<file path="src/rtl/uart_word_tx.sv">
// rtl/uart_word_tx.sv - 32-bit word UART transmitter, four 8N1 frames LSB byte first
// One-word holding register lets the next word wait so back-to-back words leave no line gap.
module uart_word_tx #(
  parameter int CLK_PER_HALF_BIT = 5208
) (
  input  logic        clk,
  input  logic        reset,
  input  logic [31:0] wword,
  input  logic        wword_valid,
  output logic        wword_ready,
  output logic        busy,
  output logic        txd
);

  localparam int BIT_CYCLES = 2 * CLK_PER_HALF_BIT;
  localparam int CNT_W      = $clog2(BIT_CYCLES);
  localparam logic [CNT_W-1:0] CNT_LAST = CNT_W'(BIT_CYCLES - 1);

  typedef enum logic [1:0] {IDLE, START, DATA, STOP} state_t;

  state_t           state, state_next;
  logic [CNT_W-1:0] cnt;
  logic [2:0]       bit_idx;
  logic [1:0]       byte_idx;
  logic [31:0]      shift;
  logic [31:0]      hold;
  logic             hold_full;
  logic [7:0]       cur_byte;

  logic bit_end, accept, last_byte, load, next_byte;

  assign bit_end   = (cnt == CNT_LAST);
  assign accept    = wword_valid & ~hold_full;
  assign last_byte = (byte_idx == 2'd3);
  assign load      = hold_full & ((state == IDLE) | ((state == STOP) & bit_end & last_byte));
  assign next_byte = (state == STOP) & bit_end & ~last_byte;
  assign cur_byte  = shift[7:0];

  always_ff @(posedge clk or posedge reset) begin
    if (reset) state <= IDLE;
    else       state <= state_next;
  end

  always_comb begin
    state_next = state;
    case (state)
      IDLE:  if (hold_full) state_next = START;
      START: if (bit_end) state_next = DATA;
      DATA:  if (bit_end && bit_idx == 3'd7) state_next = STOP;
      STOP:  if (bit_end) state_next = (~last_byte | hold_full) ? START : IDLE;
      default: state_next = IDLE;
    endcase
  end

  always_comb begin
    wword_ready = ~hold_full;
    busy        = (state != IDLE) | hold_full;
  end

  // Datapath: holding register, bit-period counter, shift register and the registered line.
  always_ff @(posedge clk or posedge reset) begin
    if (reset) begin
      cnt       <= '0;
      bit_idx   <= 3'd0;
      byte_idx  <= 2'd0;
      shift     <= 32'd0;
      hold      <= 32'd0;
      hold_full <= 1'b0;
      txd       <= 1'b1;
    end else begin
      if (accept) hold <= wword;
      if (load)        hold_full <= 1'b0;
      else if (accept) hold_full <= 1'b1;

      if (state == IDLE || bit_end) cnt <= '0;
      else                          cnt <= cnt + CNT_W'(1);

      if (load) begin
        shift    <= hold;
        byte_idx <= 2'd0;
        txd      <= 1'b0;
      end else begin
        case (state)
          START: if (bit_end) begin
            txd     <= cur_byte[0];
            bit_idx <= 3'd0;
          end
          DATA: if (bit_end) begin
            txd     <= (bit_idx == 3'd7) ? 1'b1 : cur_byte[bit_idx + 3'd1];
            bit_idx <= bit_idx + 3'd1;
          end
          STOP: if (next_byte) begin
            byte_idx <= byte_idx + 2'd1;
            shift    <= shift >> 8;
            txd      <= 1'b0;
          end
          default: ;
        endcase
      end
    end
  end

endmodule

</file>
<file path="config.mk">
export PLATFORM = sky130hd
export DESIGN_NAME = uart_word_tx
export DESIGN_NICKNAME = d
export VERILOG_FILES = /design/src/rtl/uart_word_tx.sv
export SDC_FILE = /design/constraint.sdc
export NUM_CORES = 1
export LEC_CHECK = 0
export BUFFER_PORTS_ARGS = -buffer_cell sky130_fd_sc_hd__buf_4
export CORE_UTILIZATION = 45
export DETAILED_ROUTE_END_ITERATION = 8
export PLACE_DENSITY = 0.72
export REMOVE_ABC_BUFFERS = 1
export SLEW_MARGIN = 20
export SYNTH_ARGS = -nofsm -noshare
export SYNTH_HDL_FRONTEND = slang
export SYNTH_SLANG_ARGS = --single-unit
</file>
<file path="constraint.sdc">
create_clock -name clk -period 3.2 [get_ports clk]
set_input_delay 0.48 -clock clk [delete_from_list [all_inputs] [get_ports clk]]
set_output_delay 0.48 -clock clk [all_outputs]
set_load 0.005 [all_outputs]
</file>
==> results of run 1 <==
[registers in the layout, summed over array words and instances (netlist names)]
signal / flops
bit_idx: 3
shift: 32
cnt: 14
byte_idx: 2
hold: 32
hold_full: 1
txd: 1
state: 2
[cell families (layout without fill, tap and decap cells)]
kind of cell,Yosys count,after routing
and+or+nand+nor,95,95
DFF,87,87
muxes,64,64
AOI/OAI and AO/OA,53,53
buffers and inverters,24,65
xor gates and xnor gates,10,10
adders and majority gates,9,9
[per-stage QoR]
stage	utilization	setup TNS, ns	area [um2]	instances	worst slack (ns)
after floorplan	-	-27.96	3840	326	-0.894
after global placement	0.517	0	4310	472	0.554
after detailed placement	0.517	0	4310	472	0.495
after CTS	0.540	0	4500	488	0.395
after global routing	0.540	0	4500	488	0.343
final	0.540	0	4500	488	0.421
[critical path, cell delays in order (launching register included)]
cell and delay [ns]:
dfrtp_1 0.43, or4b_4 0.57, or4_4 0.56, or3_2 0.42, buf_4 0.30, mux2i_1 0.18
o21ai_0 0.21
[path summary, 6_finish.rpt]
kind	slack, ns	endpoint	from
worst max-delay path	0.42	shift[18]	cnt[4]
worst min-delay path	0.23	hold[5]	reset
worst max register to register	0.42	shift[18]	cnt[4]
worst min register to register	0.49	shift[21]	hold[21]
max in group asynchronous	2.18	txd	reset
min in group clk	0.35	hold[9]	wword[9]
[power groups by stage]
stage	sequential [uW]	clock, uW	combinational, uW
2_1_floorplan	1770	0	937
3_5_place_dp	1860	0	1180
4_1_cts	1840	778	1190
5_1_grt	1910	821	1330
6_report	1840	761	1170
3_3_place_gp	1840	0	1140
[layer usage]
metal | up-vias | global-route usage | wire length (um)
met2 | 33 | 0.257 | 3080
met5 | - | 0 | 0
met3 | 9 | 0.0423 | 208
li1 | 1257 | - | -
met4 | 0 | 0.0697 | 116
met1 | 1242 | 0.225 | 3250
[cell type report]
type | instances | area [um2] | share of cell area
clock buffers | 13 | 149 | 0.0331
clock inverters | 3 | 42.5 | 0.00944
inverters | 8 | 32.5 | 0.00722
multi-input cells | 231 | 1650 | 0.366
flip-flops and latches | 87 | 2180 | 0.484
well taps | 105 | 131 | 0.0292
repair buffers | 41 | 320 | 0.0711
[layout by cell type, fill, tap and decap left out, types with 2 or more instances in the layout]
master    netlist  final
dfrtp_1        86     86
nand2_1        52     52
buf_4           1     40
mux2_2         34     34
mux2i_1        29     29
o21ai_1        23     22
o21ai_0        15     15
nor2_1         14     14
clkbuf_8        0     10
xor2_1          9      9
ha_1            9      9
inv_1           8      7
a21oi_1         7      7
nand4_1         4      4
or3_1           5      4
nand2b_1        3      3
and3_1          3      3
clkbuf_1        8      3
or3b_2          2      2
nand3_1         2      2
o221ai_1        2      2
nor3_1          2      2
==> run metrics, run 1 <==
status completed; Post-synth EDFFs 0; P_int approximately 2500 uW; Pre-antenna DRT Iters 4; worst-path fanout max 34; Logic pwr share 0.310; Vias/cell roughly 5.2; first-pass GRT wire length 11600 um; largest net degree at the start of global routing between 50 and 60; Top FF cell, synth dfrtp_1; clock latency on the worst-skew pair ~0.35 ns; most frequent cells after synthesis dfrtp_1, nand2_1, mux2_2, mux2i_1, o21ai_1; Leakage 0.00217 uW; htree depth 3; Synth Area in Compound Gates 0.0735; cells after synthesis between 300 and 400; Ys Warns 0; WHS between 0.2 and 0.25 ns; post-synth top area cell dfrtp_1; Synth Register Bits just under 90; Startpoint Class register; Final Hold Vio Count 0; diodes inserted 0; Sw Ratio 0.324; simple-gate share of the synthesized area 0.113; all-layer global routing usage 0.167; GPL Wtd Cong 0.770; Antenna Violating Nets Remaining 0; final WL about 6700 um; peak supply drop ~480 uV; Critical Path RT 3.46 ns; adder-cell share of the synthesized area 0.0287; proportion of synthesized area in mux cells 0.177; Slew HR 0.386; initial antenna violation count 0; max_cap viols 0; Clock Power Share 0.202; Pins Over Slew Limit 0; CTS Buffer Depth 2; FFs w/ async S/R, synth 1.00; DIE WIDTH ~95 um; Crit Path Category reg -> reg; I/O Pins 38; P&R area growth vs syn 14.6%; actual slew at the worst max-slew pin 0.919 ns; nets between 400 and 500; Reg2Reg Depth 6; total CTS buffers 9; Tcrit/Tclk final 0.869; port buffer count 37; number of global-route vias before repair 2508; largest family of logic cells by synthesized area multiplexers; CP arrival between 3 and 4 ns; Root Driver clkbuf_8; top-count cell post-synth dfrtp_1; top cells by area, synth dfrtp_1, mux2_2, mux2i_1; total power 3770 uW; final setup violation count 0; postcts setup bufs 0; pwr/cell area between 800 and 900 mW/mm2; post-synthesis sequential area ratio 0.554; Starting Density 0.471; hold_buf cts 0; fmax 0.360 GHz; RSZ-0062 raised after global routing false; Distinct cells, synth 39; via count approximately 2.5k; post-layout minimum cycle time 2.78 ns; Die H 95.5 um; Flop pwr share 0.488; hpwl dp about 4500 um; TritonCTS clock tree yes; Core Footprint approximately 0.0083 mm2; FP Rows 33; Synth top area share 0.548; worst hold path class in -> async; DRC viols 0; CP Capture Type register; clk slew on worst S/H paths 0.08 ns; synthesized area just under 0.004 mm2; Switch Pwr between 1000 and 1500 uW; layout cells sized above 1 0.256; GRT overflow 0; routed len/inst approximately 14 um; Resize count post-CTS 0; Fill cells 731; die area around 0.009 mm2; clk_skew ~0.0045 ns; syn avg cell area between 10 and 15 um2; Post-Synth XOR/XNOR Area 0.0223; clock sink total 87; drt initial violations ~110
Note: power is estimated with default switching activity, not from simulation.
==> run 2, diff against run 1 <==
CORE_UTILIZATION = 35   (was 45)
PLACE_DENSITY = 0.61   (was 0.72)
SETUP_SLACK_MARGIN = 0.2   (was unset)
==> run metrics, run 2 (synthesized netlist as in run 1, its figures left out) <==
status completed; CP arrival about 3 ns; clock sink total 87; commonest cells after routing, fill and taps aside dfrtp_1, nand2_1, buf_4; Tcrit/Tclk final 0.847; slack of the critical path slightly below 0.5 ns; max_cap viols 0; most common cell after layout, fill and taps aside dfrtp_1; worst-path fanout max 34; CTS Buffer Depth 2; DRC viols 0; TritonCTS clock tree yes; FP Rows 38; layout cells sized above 1 0.260; GRT overflow 0; all-layer global routing usage 0.129; Vias/cell approximately 4.8; Critical Path RT 3.48 ns; GPL Wtd Cong around 0.73; Fill cells between 1k and 1.5k; post-layout minimum cycle time ~2.7 ns; CP cell instances or4b_4 -> or4_4 -> or3_2 -> buf_4 -> mux2i_1 -> o21ai_0; worst hold path class in -> async; hold_buf cts 0; slowest stage delay, CP roughly 0.57 ns; pwr/cell area a little over 800 mW/mm2; P&R area growth vs syn 15.5%; Crit Path Category reg -> reg; clock latency on the worst-skew pair about 0.36 ns; largest net degree at the start of global routing between 80 and 90; clk_skew between 0.009 and 0.01 ns; Slew HR 0.375; Resize count post-CTS 0; Multi-input gate area 0.00165 mm2; CP max stage cell or4b_4; clk slew on worst S/H paths around 0.090 ns; total CTS buffers 9; fmax 0.369 GHz; actual slew at the worst max-slew pin about 0.94 ns; uppermost routed layer met4; hpwl dp roughly 4300 um; peak supply drop 303 uV; CP Capture Type register; Pre-antenna DRT Iters 4; Starting Density 0.361; met1 WL about 3200 um; Die H 108 um; Antenna Violating Nets Remaining 0; met3 routed wirelength between 150 and 200 um; diodes inserted 0; Top Registers hold: 32 flops, shift: 32 flops, cnt: 14 flops; Root Driver clkbuf_8; final setup violation count 0; DIE WIDTH around 110 um; Final Hold Vio Count 0; port buffer count 37; Pins Over Slew Limit 0; nets 421; initial antenna violation count 0; dpl ws 0.478 ns; I/O Pins 38; Area after DPL 0.00436 mm2; postcts setup bufs 0; final WL between 6000 and 7000 um; via count ~2.5k; routed len/inst roughly 13 um; Leakage 0.00216 uW; wire length on met2 between 3000 and 4000 um; drt initial violations 100; htree depth 3; final instance area approximately 0.0045 mm2; RSZ-0062 raised after global routing false; number of global-route vias before repair around 2.6k; Startpoint Class register; die area around 0.012 mm2; FF/Latch Area between 0.002 and 0.0025 mm2; first-pass GRT wire length about 12000 um; Core Footprint 0.0109 mm2
run 2: cell type report:
cell class | instances | share of cell area
Sequential cell | 87 | 0.480
Clock buffer | 10 | 0.0303
Timing Repair Buffer | 40 | 0.0717
Clock inverter | 5 | 0.00910
Tap cell | 140 | 0.0386
Multi-Input combinational cell | 231 | 0.364
Inverter | 8 | 0.00689
run 2: per-stage QoR:
step / setup TNS (ns) / total power (uW) / hold WS, ns / utilization / instances
6_report: 0 / 3700 / 0.183 / 0.417 / 521
5_1_grt: 0 / 4010 / 0.247 / 0.417 / 521
4_1_cts: 0 / 3770 / 0.226 / 0.417 / 521
3_5_place_dp: 0 / 3050 / 0.468 / 0.400 / 506
3_3_place_gp: 0 / 2990 / 0.463 / 0.400 / 506
2_1_floorplan: -27.96 / 2700 / 0.446 / - / 326
run 2: critical path: cells and delay by family (launching register included):
family / cells / cell delay, ns
mux: 1 / 0.17
simple gates: 3 / 1.56
compound gates: 1 / 0.16
buf+inv: 1 / 0.30
flops: 1 / 0.43
run 2: worst paths after layout:
kind                            from        end  slack, ns  cells past startpoint
setup / recovery              cnt[4]  shift[19]       0.49                      6
hold / removal                 reset     cnt[2]       0.18                      3
min in group clk           wword[13]   hold[13]       0.35                      2
max in group asynchronous      reset        txd       2.59                      3
setup reg to reg              cnt[4]  shift[19]       0.49                      6
hold reg to reg                  txd        txd       0.48                      2
run 2: layer usage:
metal,vias to the layer above,track usage
met1,1216,0.168
met4,0,0.0705
met2,34,0.204
li1,1257,-
met5,-,0
met3,15,0.0223
run 2: report_power, final:
group	leakage, uW	total (uW)	switching (uW)	internal [uW]
clock network	0.0000854	706	400	306
registers	0.00108	1830	265	1560
logic	0.000994	1170	566	605
total	0.00216	3700	1230	2470
